`config.mk`:
```
export PLATFORM = sky130hd
export DESIGN_NAME = apb_clk_meas_master
export DESIGN_NICKNAME = d
export VERILOG_FILES = /design/src/rtl/apb_clk_meas_pkg.sv /design/src/rtl/apb_master_xfer.sv /design/src/rtl/apb_clk_meas_master.sv
export SDC_FILE = /design/constraint.sdc
export NUM_CORES = 1
export LEC_CHECK = 0
export ABC_AREA = 1
export CORE_MARGIN = 2
export CORE_UTILIZATION = 55
export DETAILED_ROUTE_END_ITERATION = 7
export DONT_BUFFER_PORTS = 1
export HOLD_SLACK_MARGIN = 0.02
export MAX_ROUTING_LAYER = met4
export PLACE_DENSITY = 0.73
export SYNTH_ARGS = -nofsm -noshare
export SYNTH_HDL_FRONTEND = slang
export SYNTH_HIERARCHICAL = 1
export SYNTH_SLANG_ARGS = --single-unit
export TNS_END_PERCENT = 10
```
`constraint.sdc`:
```
create_clock -name p_clk -period 2.2 [get_ports p_clk]
set_clock_uncertainty 0.2 [all_clocks]
set_input_delay 0.44 -clock p_clk [delete_from_list [all_inputs] [get_ports p_clk]]
set_output_delay 0.44 -clock p_clk [all_outputs]
set_load 0.05 [all_outputs]
```
`src/rtl/apb_clk_meas_pkg.sv`:
```
// Shared definitions for the APB clock-count measurement master:
// counter register map, FSM encodings and the per-step transfer lookup.
package apb_clk_meas_pkg;

  localparam logic [31:0] OFF_START  = 32'h0;
  localparam logic [31:0] OFF_STOP   = 32'h4;
  localparam logic [31:0] OFF_STATUS = 32'h8;
  localparam logic [31:0] OFF_COUNT  = 32'hC;
  localparam int          STS_OVF_BIT = 1;

  typedef enum logic [1:0] {ST_IDLE, ST_XFER, ST_WAIT, ST_RESULT} meas_state_e;

  typedef enum logic [1:0] {XS_IDLE, XS_SETUP, XS_ACCESS} xfer_state_e;

  typedef enum logic [2:0] {
    STEP_START, STEP_STOP, STEP_CLR_START, STEP_RD_CNT, STEP_RD_STS, STEP_CLR_STOP
  } step_e;

  typedef struct packed {
    logic [31:0] off;
    logic        write;
    logic [31:0] wdata;
  } step_cmd_t;

  function automatic step_cmd_t step_cmd(input step_e s);
    step_cmd_t c;
    c = '0;
    case (s)
      STEP_START:     c = '{off: OFF_START,  write: 1'b1, wdata: 32'd1};
      STEP_STOP:      c = '{off: OFF_STOP,   write: 1'b1, wdata: 32'd1};
      STEP_CLR_START: c = '{off: OFF_START,  write: 1'b1, wdata: 32'd0};
      STEP_RD_CNT:    c = '{off: OFF_COUNT,  write: 1'b0, wdata: 32'd0};
      STEP_RD_STS:    c = '{off: OFF_STATUS, write: 1'b0, wdata: 32'd0};
      STEP_CLR_STOP:  c = '{off: OFF_STOP,   write: 1'b1, wdata: 32'd0};
      default:        c = '0;
    endcase
    return c;
  endfunction

  function automatic step_e next_step(input step_e s);
    step_e n;
    case (s)
      STEP_START:     n = STEP_STOP;
      STEP_STOP:      n = STEP_CLR_START;
      STEP_CLR_START: n = STEP_RD_CNT;
      STEP_RD_CNT:    n = STEP_RD_STS;
      STEP_RD_STS:    n = STEP_CLR_STOP;
      default:        n = STEP_CLR_STOP;
    endcase
    return n;
  endfunction

endpackage

```
`src/rtl/apb_master_xfer.sv`:
```
// Single APB transfer engine: SETUP then ACCESS until p_ready or timeout.
// A new go in the completing ACCESS cycle launches the next SETUP back-to-back.
module apb_master_xfer
  import apb_clk_meas_pkg::*;
#(
  parameter int TIMEOUT = 16
) (
  input  logic        p_clk,
  input  logic        prst_n,
  input  logic        go,
  input  logic [31:0] addr,
  input  logic        write,
  input  logic [31:0] wdata,
  output logic        done,
  output logic [31:0] rdata,
  output logic        err,
  output logic [31:0] p_addr,
  output logic        p_sel,
  output logic        p_en,
  output logic        p_write,
  output logic [31:0] p_wrdata,
  input  logic        p_ready,
  input  logic [31:0] p_rdata,
  input  logic        p_slverr
);

  localparam int TW = $clog2(TIMEOUT + 1);

  xfer_state_e   state_q, state_d;
  logic [TW-1:0] tmr_q;
  logic          acc, timeout, launch;

  assign acc     = (state_q == XS_ACCESS);
  assign timeout = acc && !p_ready && (tmr_q == '0);
  assign done    = (acc && p_ready) || timeout;
  assign err     = (acc && p_ready && p_slverr) || timeout;
  assign rdata   = p_rdata;
  assign launch  = go && ((state_q == XS_IDLE) || (acc && p_ready));

  always_comb begin
    state_d = state_q;
    case (state_q)
      XS_IDLE:   if (go) state_d = XS_SETUP;
      XS_SETUP:  state_d = XS_ACCESS;
      XS_ACCESS: begin
        if (launch)    state_d = XS_SETUP;
        else if (done) state_d = XS_IDLE;
      end
      default:   state_d = XS_IDLE;
    endcase
  end

  always_ff @(posedge p_clk) begin
    if (!prst_n) begin
      state_q  <= XS_IDLE;
      tmr_q    <= '0;
      p_addr   <= '0;
      p_sel    <= 1'b0;
      p_en     <= 1'b0;
      p_write  <= 1'b0;
      p_wrdata <= '0;
    end else begin
      state_q <= state_d;
      p_sel   <= (state_d != XS_IDLE);
      p_en    <= (state_d == XS_ACCESS);
      if (launch) begin
        p_addr   <= addr;
        p_write  <= write;
        p_wrdata <= wdata;
      end
      // timer holds the number of further ACCESS cycles allowed after this one
      if (state_q == XS_SETUP)
        tmr_q <= TW'(TIMEOUT - 1);
      else if (acc && !p_ready && (tmr_q != '0))
        tmr_q <= tmr_q - TW'(1);
    end
  end

endmodule

```
`src/rtl/apb_clk_meas_master.sv`:
```
// APB master running one start/window/stop/read/re-arm measurement per request
// on the clock-counter slave and returning count, overflow and error status.
//
//   state     | meaning
//   ST_IDLE   | ready for a request
//   ST_XFER   | a step's transfer is being issued or is in flight
//   ST_WAIT   | measurement window between START and STOP
//   ST_RESULT | result held on res_* until accepted
module apb_clk_meas_master
  import apb_clk_meas_pkg::*;
#(
  parameter logic [31:0] BASE_ADDR = 32'h0,
  parameter int          WIN_W     = 16,
  parameter int          TIMEOUT   = 16
) (
  input  logic             p_clk,
  input  logic             prst_n,
  input  logic             req_valid,
  input  logic [WIN_W-1:0] req_window,
  output logic             req_ready,
  output logic             res_valid,
  input  logic             res_ready,
  output logic [31:0]      res_count,
  output logic             res_ovf,
  output logic             res_err,
  output logic [31:0]      p_addr,
  output logic             p_sel,
  output logic             p_en,
  output logic             p_write,
  output logic [31:0]      p_wrdata,
  input  logic             p_ready,
  input  logic [31:0]      p_rdata,
  input  logic             p_slverr
);

  meas_state_e      state_q, state_d;
  step_e            step_q, step_d, go_step;
  logic [WIN_W-1:0] win_q, win_d;
  logic             go, done, err;
  logic [31:0]      rdata, go_addr;
  step_cmd_t        cmd;

  assign req_ready = (state_q == ST_IDLE);
  assign cmd       = step_cmd(go_step);
  assign go_addr   = BASE_ADDR + cmd.off;

  apb_master_xfer #(.TIMEOUT(TIMEOUT)) u_xfer (
    .p_clk    (p_clk),
    .prst_n   (prst_n),
    .go       (go),
    .addr     (go_addr),
    .write    (cmd.write),
    .wdata    (cmd.wdata),
    .done     (done),
    .rdata    (rdata),
    .err      (err),
    .p_addr   (p_addr),
    .p_sel    (p_sel),
    .p_en     (p_en),
    .p_write  (p_write),
    .p_wrdata (p_wrdata),
    .p_ready  (p_ready),
    .p_rdata  (p_rdata),
    .p_slverr (p_slverr)
  );

  // go_step looks one step ahead on completion so the next SETUP follows without a gap
  always_comb begin
    state_d = state_q;
    step_d  = step_q;
    win_d   = win_q;
    go      = 1'b0;
    go_step = step_q;
    case (state_q)
      ST_IDLE: begin
        if (req_valid) begin
          state_d = ST_XFER;
          step_d  = STEP_START;
          win_d   = req_window;
        end
      end
      ST_XFER: begin
        if (done) begin
          if (err || (step_q == STEP_CLR_STOP)) begin
            state_d = ST_RESULT;
          end else begin
            step_d = next_step(step_q);
            if ((step_q == STEP_START) && (win_q != '0)) begin
              state_d = ST_WAIT;
            end else begin
              go      = 1'b1;
              go_step = next_step(step_q);
            end
          end
        end else begin
          go = 1'b1;
        end
      end
      ST_WAIT: begin
        if (win_q == WIN_W'(1)) begin
          go      = 1'b1;
          state_d = ST_XFER;
        end else begin
          win_d = win_q - WIN_W'(1);
        end
      end
      ST_RESULT: begin
        if (res_ready) state_d = ST_IDLE;
      end
      default: state_d = ST_IDLE;
    endcase
  end

  always_ff @(posedge p_clk) begin
    if (!prst_n) begin
      state_q   <= ST_IDLE;
      step_q    <= STEP_START;
      win_q     <= '0;
      res_valid <= 1'b0;
      res_count <= '0;
      res_ovf   <= 1'b0;
      res_err   <= 1'b0;
    end else begin
      state_q   <= state_d;
      step_q    <= step_d;
      win_q     <= win_d;
      res_valid <= (state_d == ST_RESULT);
      if ((state_q == ST_IDLE) && req_valid) begin
        res_count <= '0;
        res_ovf   <= 1'b0;
        res_err   <= 1'b0;
      end
      if ((state_q == ST_XFER) && done) begin
        if (err)
          res_err <= 1'b1;
        else if (step_q == STEP_RD_CNT)
          res_count <= rdata;
        else if (step_q == STEP_RD_STS)
          res_ovf <= rdata[STS_OVF_BIT];
      end
    end
  end

endmodule

```
==> summary.txt <==
Global route
  • GRT Util Overall: 25.15%
  • First-pass GRT wire length: 22,660 um
  • Total grt overflow: 0
  • Vias in the first global route: 5,004
  • Largest net degree at the start of global routing: 113
  • Initial antenna violation count: 0

Clock network
  • Hold-fix buffers, CTS: 11
  • CTS Buf Count: 17
  • Later-pin clock latency in the skew report: 0.51 ns
  • H-Tree Depth: 4
  • TritonCTS clock tree: built
  • Clock Pin Slew Worst Setup and Hold Paths: 0.06 ns
  • Clock Tree Buf Depth: 2
  • Clk root buf: clkbuf_8
  • Clk sinks: 130

Run
  • Max-Cap Viols: 0

Power
  • Power per Cell Area: 880.1 nW/um^2
  • Worst-case vdd ir drop: 0.6344 mV
  • Pwr Total: 6.530 mW
  • Pleak: 3.344 nW

Die
  • Die Width: 107.8 um
  • Io pins: 157
  • Area of the core: 10,420 sq um
  • # rows: 37
  • Die area: 11,630 sq um
  • Initial Util: 56.94%
  • Die span in y: 107.8 um

Worst setup path
  • Length in cells of the worst reg-to-reg path: 17
  • CP most frequent cell: nand3_2
  • Critical Path End Type: register
  • Worst EP arrival: 2.42 ns
  • Req. time, crit path: 2.40 ns
  • Worst path bufs/invs: 6
  • Worst Setup EP: u_xfer/p_wrdata[4]
  • CP peak stage delay: 0.33 ns
  • Crit path depth: 17
  • CP cell instances: inv_2 -> ha_4 -> inv_2 -> nor2_4 -> nand3_2 -> o21ai_2 -> inv_1 -> nand2_2 -> nand2_2 -> nand3_2 -> a21boi_2 -> buf_4 -> nand3_4 -> buf_12 -> clkbuf_16 -> nand3_2 -> nand2_1
  • Slowest CP cell: dfxtp_2
  • Critical path class: reg -> reg
  • Critical R2R Launch: u_xfer/tmr_q[0]
  • Reg2reg setup slack: -0.02 ns
  • Crit start category: register
  • Family with the most delay on the worst path: buffers and inverters
  • RR Endpoint: u_xfer/p_wrdata[4]
  • Worst Setup SP: u_xfer/tmr_q[0]
  • Crit-path max FO: 7

Yosys
  • Cell Area, Synth: 5931 sq um
  • Mapped Cells: 806
  • Yosys cell types: 43
  • Yosys warning count: 6
  • Post-synthesis sequential area ratio: 43.88%
  • Mean post-synth cell area: 7.358 sq um
  • Yosys reg bits: 130

Place
  • Port Buffers: 0
  • Routability cong.: 0.8675
  • Dpl cell area: 6132 sq um
  • Post-detail-place hpwl: 8920 um

Outcome
  • Run status: finished with violations
  • Failing checks: negative hold slack, negative setup slack

Drt
  • Drt drc: 0
  • Routed vias/inst: 5.115
  • Post-DRT Antenna Nets: 0
  • Routed length per instance: 14.08 um
  • DRT Pass-1 Iters: 4
  • Initial DRC Count: 348
  • Post-Route WL: 14,420 um
  • DR vias: 5,238

STA
  • Slew Limit Fails: 0
  • Fmax: 450.4 MHz
  • Max transition margin: 61.46%
  • RSZ-0062 raised after global routing: true
  • Worst-margin pin slew: 0.5773 ns
  • Finish-stage setup viols: 1
  • Tcrit/Tclk final: 100.9%
  • Hold WS: -0.1409 ns
  • Final Hold Viols: 76
  • Worst Slack Setup Final: -0.02004 ns
  • Min Tclk post-route: 2.220 ns

Hold path
  • Hold WC Path Type: in -> reg

Finish
  • Diodes inserted: 0
  • Fin area: 7420 sq um
  • # nets final: 938
  • Synth-to-Final Area Change: 25.11%
  • Fillers: 818
  • Share of layout cells above drive strength 1: 21.17%
## cell usage in the layout (no fill, tap or decap), types with 3 or more instances in the layout
cell,netlist,final
a21oi_1,57,53
o21ai_1,11,16
nand2_2,3,9
nor3_1,3,3
nand3_1,91,44
conb_1,1,61
nand4_1,4,4
nor2_1,34,33
ha_1,9,8
nor2_4,6,7
o21ai_0,45,39
dfxtp_1,130,128
nor2_2,3,3
inv_2,8,13
inv_1,35,30
clkbuf_8,0,7
buf_4,39,40
clkbuf_16,0,18
nand2_1,262,256
nand3_2,2,48
dlygate4sd3_1,0,11
buf_12,0,5
a31oi_1,4,4
a21oi_2,2,5
## how the worst min path moves through the flow
stage	startpoint	to	slack, ns	cells past startpoint
floorplan	win_q[5]	win_q[5]	0.25	2
global placement	win_q[5]	win_q[5]	0.26	2
detailed placement	win_q[5]	win_q[5]	0.28	2
CTS	prst_n	win_q[8]	-0.19	2
global route	prst_n	win_q[8]	-0.16	2
finish	prst_n	res_count[18]	-0.14	2
## layer usage
metal | track usage [%] | vias up | routed length (um)
met4 | 9.158 | 0 | 163
met5 | - | - | 0
li1 | - | 2674 | -
met3 | 7.809 | 12 | 797
met1 | 27.20 | 2417 | 5863
met2 | 43.44 | 135 | 7597
## report_power, final
group          switching, mW  total [mW]  leakage, nW  internal (mW)
logic                  0.606        1.03         2.01          0.425
clock network          0.987        2.67        0.280           1.68
registers              0.351        2.83         1.05           2.48
## logic make-up after synthesis
| group | after synthesis | share of synthesized area, % |
|---|---|---|
| other | 1 | 0.06323 |
| XOR/XNOR | 3 | 0.4431 |
| adder cells (fa/ha/maj) | 9 | 1.899 |
| buffers and inverters | 118 | 11.16 |
| AND/OR/NAND/NOR | 418 | 30.95 |
| flip-flops | 130 | 43.88 |
| AO/OA/AOI/OAI | 127 | 11.60 |
## through the flow
| stage | utilization [%] | setup slack (ns) | setup TNS (ns) | instances |
|---|---|---|---|---|
| 2_1_floorplan | - | -0.04325 | -0.2329 | 866 |
| 3_3_place_gp | 58.87 | 0.02831 | 0 | 962 |
| 3_5_place_dp | 58.87 | -0.08017 | -2.650 | 962 |
| 4_1_cts | 68.83 | -0.03478 | -0.6610 | 1017 |
| 5_1_grt | 71.23 | -0.1640 | -7.700 | 1024 |
| 6_report | 71.23 | -0.02004 | -0.02004 | 1024 |
## flip-flops by register name (all words and copies together) (netlist names), 2 cells and up
register         flops
res_count           32
state_q              2
step_q               3
u_xfer/p_addr       32
u_xfer/p_wrdata     32
u_xfer/state_q       2
u_xfer/tmr_q         5
win_q               16
## synth_stat cells (all sizes together)
cell type / instances / area [sq um]
o211ai: 1 / 12.51
nand3: 94 / 493.0
nand2: 267 / 1033
o31ai: 1 / 7.510
ha: 9 / 112.6
a21oi: 60 / 319.1
nand4: 4 / 25.02
nor3b: 1 / 7.510
a31oi: 4 / 25.02
nor2: 43 / 214.0
inv: 44 / 170.2
o2bb2ai: 1 / 8.760
o21ai: 57 / 289.0
nor3: 5 / 35.03
clkbuf: 15 / 56.30
nand3b: 2 / 15.01
a211oi: 1 / 7.510
buf: 59 / 435.4
or2: 2 / 12.51
conb: 1 / 3.750
dfxtp: 130 / 2603
xnor2: 2 / 17.52
xor2: 1 / 8.760
a21boi: 2 / 18.77
## layout make-up
| class | instances | area [sq um] | area share [%] |
|---|---|---|---|
| Multi-Input combinational cell | 618 | 3212 | 43.29 |
| Sequential cell | 130 | 2605 | 35.11 |
| Timing Repair Buffer | 64 | 685.7 | 9.241 |
| Clock buffer | 25 | 504.2 | 6.796 |
| Inverter | 44 | 170.2 | 2.293 |
| Tap cell | 136 | 170.2 | 2.293 |
| Clock inverter | 7 | 72.57 | 0.9781 |
## worst reg2reg max path: cells and delay by family (launching register included)
| kind | cells | cell delay (ns) |
|---|---|---|
| fa+ha+maj | 1 | 0.15 |
| buf+inv | 6 | 0.64 |
| flops | 1 | 0.33 |
| compound gates | 2 | 0.20 |
| simple gates | 8 | 0.58 |
## repair_timing
item | CTS | global route
gates resized for setup | 45 | 43
endpoints found under the setup margin | 64 | 76
pin swaps | 26 | 25
gates cloned | 3 | 2
hold endpoints to repair | 125 | 110
setup buffers | 9 | 5
Note: power is estimated with default switching activity, not from simulation.
